`config.mk`:
```
export PLATFORM = sky130hd
export DESIGN_NAME = regfile_wb_arbiter
export DESIGN_NICKNAME = d
export VERILOG_FILES = /design/src/rtl/regfile_wb_arbiter.sv
export SDC_FILE = /design/constraint.sdc
export NUM_CORES = 1
export LEC_CHECK = 0
export ABC_AREA = 1
export ABC_CLOCK_PERIOD_IN_PS = 1900
export CAP_MARGIN = 0
export CORE_MARGIN = 4
export CORE_UTILIZATION = 46
export CTS_CLUSTER_DIAMETER = 150
export DETAILED_ROUTE_END_ITERATION = 8
export PLACE_DENSITY = 0.79
export RECOVER_POWER = 25
export SYNTH_ARGS = -nofsm -noshare
export SYNTH_HDL_FRONTEND = slang
export SYNTH_SLANG_ARGS = --single-unit
```
`constraint.sdc`:
```
create_clock -name clk_i -period 1.9 [get_ports clk_i]
set_input_delay 0.475 -clock clk_i [delete_from_list [all_inputs] [get_ports clk_i]]
set_output_delay 0.475 -clock clk_i [all_outputs]
set_load 0.02 [all_outputs]
```
`src/rtl/regfile_wb_arbiter.sv`:
```
// Writeback arbiter driving the register file's single write port from two skid-buffered producers,
// with a pending-write scoreboard for RAW hazard checks. Define WB_RR_ARB_EN for round-robin arbitration.
module regfile_wb_arbiter #(
  parameter int unsigned XLen      = 32,
  parameter int unsigned NReg      = 32,
  parameter int unsigned NRegWidth = $clog2(NReg)
) (
  input  logic                 clk_i,
  input  logic                 rst_ni,
  input  logic                 s0_valid_i,
  output logic                 s0_ready_o,
  input  logic [NRegWidth-1:0] s0_rd_i,
  input  logic [XLen-1:0]      s0_data_i,
  input  logic                 s1_valid_i,
  output logic                 s1_ready_o,
  input  logic [NRegWidth-1:0] s1_rd_i,
  input  logic [XLen-1:0]      s1_data_i,
  input  logic                 claim_i,
  input  logic [NRegWidth-1:0] claim_rd_i,
  input  logic [NRegWidth-1:0] a1_i,
  input  logic [NRegWidth-1:0] a2_i,
  output logic                 hazard1_o,
  output logic                 hazard2_o,
  output logic                 we3_o,
  output logic [NRegWidth-1:0] a3_o,
  output logic [XLen-1:0]      wd3_o
);

  logic                 skid0_valid_q, skid0_valid_d;
  logic                 skid1_valid_q, skid1_valid_d;
  logic [NRegWidth-1:0] skid0_rd_q, skid0_rd_d, skid1_rd_q, skid1_rd_d;
  logic [XLen-1:0]      skid0_data_q, skid0_data_d, skid1_data_q, skid1_data_d;
  logic                 we3_q, we3_d;
  logic [NRegWidth-1:0] a3_q, a3_d;
  logic [XLen-1:0]      wd3_q, wd3_d;
  logic [NReg-1:0]      pending_q, pending_d;
  logic                 gnt0, gnt1, s0_fire, s1_fire;
`ifdef WB_RR_ARB_EN
  logic                 favour_s1_q, favour_s1_d;
`endif

  always_comb begin
    // NOTE: every combinational output gets a default first, so no path leaves it unassigned (no latch).
`ifdef WB_RR_ARB_EN
    favour_s1_d = favour_s1_q;
    gnt0        = skid0_valid_q && (!skid1_valid_q || !favour_s1_q);
    gnt1        = skid1_valid_q && (!skid0_valid_q ||  favour_s1_q);
    if (skid0_valid_q && skid1_valid_q) favour_s1_d = !favour_s1_q;
`else
    gnt0 = skid0_valid_q;
    gnt1 = skid1_valid_q && !skid0_valid_q;
`endif

    s0_ready_o = !skid0_valid_q || gnt0;
    s1_ready_o = !skid1_valid_q || gnt1;
    s0_fire    = s0_valid_i && s0_ready_o;
    s1_fire    = s1_valid_i && s1_ready_o;

    // A granted entry frees; a same-edge transfer to a nonzero rd reloads it. rd==0 is swallowed.
    skid0_valid_d = skid0_valid_q && !gnt0;
    skid0_rd_d    = skid0_rd_q;
    skid0_data_d  = skid0_data_q;
    if (s0_fire && s0_rd_i != '0) begin
      skid0_valid_d = 1'b1;
      skid0_rd_d    = s0_rd_i;
      skid0_data_d  = s0_data_i;
    end

    skid1_valid_d = skid1_valid_q && !gnt1;
    skid1_rd_d    = skid1_rd_q;
    skid1_data_d  = skid1_data_q;
    if (s1_fire && s1_rd_i != '0) begin
      skid1_valid_d = 1'b1;
      skid1_rd_d    = s1_rd_i;
      skid1_data_d  = s1_data_i;
    end

    we3_d = gnt0 || gnt1;
    a3_d  = a3_q;
    wd3_d = wd3_q;
    if (gnt0) begin
      a3_d  = skid0_rd_q;
      wd3_d = skid0_data_q;
    end else if (gnt1) begin
      a3_d  = skid1_rd_q;
      wd3_d = skid1_data_q;
    end

    // Clear on the commit edge first, then apply the claim so a same-register re-claim wins.
    pending_d = pending_q;
    if (we3_q) pending_d[a3_q] = 1'b0;
    if (claim_i && claim_rd_i != '0) pending_d[claim_rd_i] = 1'b1;
  end

  always_ff @(posedge clk_i or negedge rst_ni) begin
    // NOTE: sequential state uses non-blocking assignments so every flop samples pre-edge values.
    if (!rst_ni) begin
      skid0_valid_q <= 1'b0;
      skid1_valid_q <= 1'b0;
      we3_q         <= 1'b0;
      a3_q          <= '0;
      wd3_q         <= '0;
      pending_q     <= '0;
    end else begin
      skid0_valid_q <= skid0_valid_d;
      skid1_valid_q <= skid1_valid_d;
      we3_q         <= we3_d;
      a3_q          <= a3_d;
      wd3_q         <= wd3_d;
      pending_q     <= pending_d;
    end
  end

  // NOTE: skid payload is only meaningful while its valid flop is set, so it needs no reset.
  always_ff @(posedge clk_i) begin
    skid0_rd_q   <= skid0_rd_d;
    skid0_data_q <= skid0_data_d;
    skid1_rd_q   <= skid1_rd_d;
    skid1_data_q <= skid1_data_d;
  end

`ifdef WB_RR_ARB_EN
  always_ff @(posedge clk_i or negedge rst_ni) begin
    if (!rst_ni) favour_s1_q <= 1'b0;
    else         favour_s1_q <= favour_s1_d;
  end
`endif

  assign hazard1_o = pending_q[a1_i] && (a1_i != '0);
  assign hazard2_o = pending_q[a2_i] && (a2_i != '0);
  assign we3_o     = we3_q;
  assign a3_o      = a3_q;
  assign wd3_o     = wd3_q;

endmodule

```
==> flow_summary.yaml <==
worst_hold_path:
  type_of_the_worst_min_delay_path: "primary input to asynchronous set/reset pin"
timing:
  final.hold.worst_slack_ns: 0.146
  finalWorstPathRequiredPeriod_ns: 1.99
  setup_viol: 2
  timing_max_transition_violations_final: 0
  max_clock_freq_mhz: 501
  worst_clock_skew_ns: 0.00999
  worst-slew-pin-transition_ns: 0.810
  tns_ns: -0.166
  final_hold_viol_count: 0
  max_slew_margin_pct: 46.0
  post-route-period-util_pct: 105
  final.setup.worst_slack_ns: -0.0940
  grt_setup_unrepaired: "yes"
layout:
  final_std_cells_w_o_fill: 991
  antenna-diode-count: 0
  post_route_cells_drive_above_1_share_pct: 18.8
  layout.nets: 896
  final_util_pct: 66.1
  syn2layout_area_growth_pct: 38.9
drt:
  final_antenna_net_count: 0
  routed_wire_length_per_instance_um: 18.2
  drcViolationCount: 0
  drtIter0Drc: 501
  viasPerCell: 5.40
  wirelength_um: 18000
  drtPass1Iterations: 8
  vias: 5347
pwr:
  cell_internal_pwr_uw: 7070
  power.static_leakage_uw: 0.00398
  clock_group_share_of_total_power_pct: 34.4
  p_sw_uw: 2960
  power_density_mw_per_mm2: 1130
  seq_power_share_pct: 42.7
  power.share.switching_pct: 29.5
  finalPower_uw: 10000
  ir_worst_vdd_v: 0.000722
  combPwrFrac_pct: 22.9
yosys:
  post_synth_inst_count: 626
  fraction_of_registers_with_async_set_or_reset_after_synthesis_pct: 49.3
  area_of_the_mapped_netlist_mm2: 0.00640
  post_synth_num_cell_types: 28
  synth_nets: 720
  syn_avg_cell_area_um2: 10.2
  netlist_top_cells_count: "142 x sky130_fd_sc_hd__nand2_1, 95 x sky130_fd_sc_hd__nand3_1, 88 x sky130_fd_sc_hd__inv_1, 74 x sky130_fd_sc_hd__edfxtp_1, 72 x sky130_fd_sc_hd__dfrtp_1"
  synth.most_common_cell: "sky130_fd_sc_hd__nand2_1"
  synth.area.top_cells: "sky130_fd_sc_hd__edfxtp_1 35%, sky130_fd_sc_hd__dfrtp_1 28%, sky130_fd_sc_hd__nand2_1 8.3%"
  synth_area_leader_cell: "sky130_fd_sc_hd__edfxtp_1"
  ys_seq_area_share_pct: 62.9
  synth.ff_latch_count: 146
  synth_enable_flop_cells: 74
  yosys_warnings: 0
  yosysTopAreaCellShare_pct: 34.7
  synth_top_flop_cell: "sky130_fd_sc_hd__edfxtp_1"
worst_setup_path:
  endpoint_kind: "primary output"
  timing.critical_path.from: "pending_q[15]$_DFF_PN0_"
  cpPeakStageDelay_ns: 0.40
  crit_required_ns: 1.42
  cp_delay_by_family_top: "simple AND/OR/NAND/NOR gates"
  cp_num_buf_inv: 2
  worstSetupStartpointType: "flip-flop"
  path_cells: "inv_2 > nand2_1 > nand3_1 > nand3_1 > nand3_2 > nand2_1 > nand2_1 > nand2_1 > buf_6"
  crit_path_top_cell_by_count: "sky130_fd_sc_hd__nand2_1"
  cp.arrival_ns: 1.52
  cell_with_the_largest_stage_delay_on_the_worst_path: "sky130_fd_sc_hd__dfrtp_1"
  critical_path_peak_fanout: 2
  r2r-start: "gnt0$_DFF_PN0_"
  crit_type: "flip-flop to primary output"
floorplan:
  floorplan.die.width_um: 126
  die_y_um: 126
  floorplan.initialDensity_pct: 47.6
  fp.coreArea_mm2: 0.0135
  io_pins: 136
  num_rows: 42
  dieArea_mm2: 0.0159
clocking:
  cts-buffers-inserted: 17
  clock_tree.htree_level_count: 4
  cts.reportedPaths.clkPinSlew_ns: 0.06
  root_buffer: "sky130_fd_sc_hd__clkbuf_16"
  clock_insertion_delay_worst_skew_ns: 0.42
  clock_sinks: 146
  clk_path_buf_depth: 2
  cts_tree: "built"
placed_design:
  dp_cells: 947
  routability_congestion: 0.958
  dpl.hpwl_um: 12200
  io_buffers: 134
global_route:
  grt_max_degree: 38
  grt_pass1_wl_um: 28300
  overflow: 0
  grt_resource_usage_total_pct: 22.6
  first_global_vias: 5606
  grt_antenna_before_repair: 0
job:
  drv.max_cap_violation_count: 0
run_status:
  failed_checks: "setup timing"
  run_status: "finished, violations left"
## cells by family (layout without fill, tap and decap cells)
kind of cell | count (synthesis) | after routing | share of synthesized area, %
DFF | 146 | 146 | 62.9
and+or+nand+nor | 258 | 258 | 17.4
other | 1 | 1 | 0.0586
buffers and inverters | 118 | 307 | 8.27
AOI/OAI and AO/OA | 103 | 103 | 11.4
## layout by cell type (no fill, tap or decap), types with 26 or more instances in the layout
| cell type | instances |
|---|---|
| sky130_fd_sc_hd__buf_4 | 39 |
| sky130_fd_sc_hd__clkdlybuf4s50_1 | 68 |
| sky130_fd_sc_hd__dfrtp_1 | 72 |
| sky130_fd_sc_hd__dlygate4sd3_1 | 27 |
| sky130_fd_sc_hd__edfxtp_1 | 74 |
| sky130_fd_sc_hd__inv_1 | 64 |
| sky130_fd_sc_hd__inv_2 | 26 |
| sky130_fd_sc_hd__nand2_1 | 137 |
| sky130_fd_sc_hd__nand3_1 | 89 |
| sky130_fd_sc_hd__o21ai_0 | 61 |
## worst register-to-register path, delay by kind of cell (launching register included)
family / cells / cell delay, ns
AO/OA/AOI/OAI: 1 / 0.19
AND/OR/NAND/NOR: 1 / 0.49
buffers and inverters: 2 / 0.43
flip-flops: 1 / 0.38
## registers in the layout (all words and copies together), names as in the netlist
name / flops
pending_q: 32
skid0_data_q: 32
skid1_data_q: 32
wd3_o: 32
a3_o: 5
skid0_rd_q: 5
skid1_rd_q: 5
gnt0: 1
skid1_valid_q: 1
we3_o: 1
## stage by stage
step           setup slack (ns)  cell area [um^2]
2_1_floorplan           0.00541              6400
3_3_place_gp             -0.907              8110
3_5_place_dp             -0.913              8110
4_1_cts                  -0.118              8800
5_1_grt                  -0.201              8890
6_report                -0.0940              8890
## area by class of cell
cell class              count  area [um^2]
fillers                  1033         4560
well taps                 176          220
inverters                  94          369
multi-input cells         362         1910
repair inverters            2         11.3
repair buffers            179         1740
flip-flops and latches    146         4020
clock inverters            13          186
clock buffers              19          433
## power groups by stage
stage,logic (uW),clock network (uW),registers (uW)
floorplan,1110,0,4320
global placement,2110,0,4260
detailed placement,2150,0,4290
CTS,2240,3490,4250
global route,2530,3640,4330
finish,2300,3460,4280
## worst paths after layout
kind	endpoint	slack [ns]	depth (start not counted)
worst max-delay path	hazard1_o	-0.09	9
worst min-delay path	wd3_o[29]$_DFFE_PN0P_	0.15	1
worst max register to register	a3_o[3]$_DFFE_PN0P_	0.32	4
worst min register to register	wd3_o[3]$_DFFE_PN0P_	0.47	2
max in group asynchronous	a3_o[2]$_DFFE_PN0P_	0.61	2
min in group clk_i	wd3_o[3]$_DFFE_PN0P_	0.47	2
## repair_timing
| item | CTS | global route |
|---|---|---|
| endpoints found under the setup margin | 12 | 20 |
| cloned | 4 | 0 |
| resized for setup | 62 | 46 |
| hold buffers | 0 | 0 |
| pin swaps | 5 | 15 |
| buffers inserted | 5 | 3 |
## routing by layer
metal  vias up  track usage (%)  part of all wire (%)
met5         -                0                     0
met4         0             7.26                   1.8
met3        29             6.90                   8.8
met2       280             38.4                    50
met1      2572             27.8                    39
li1       2466                -                     -
Power figures use the tool's default switching activity.
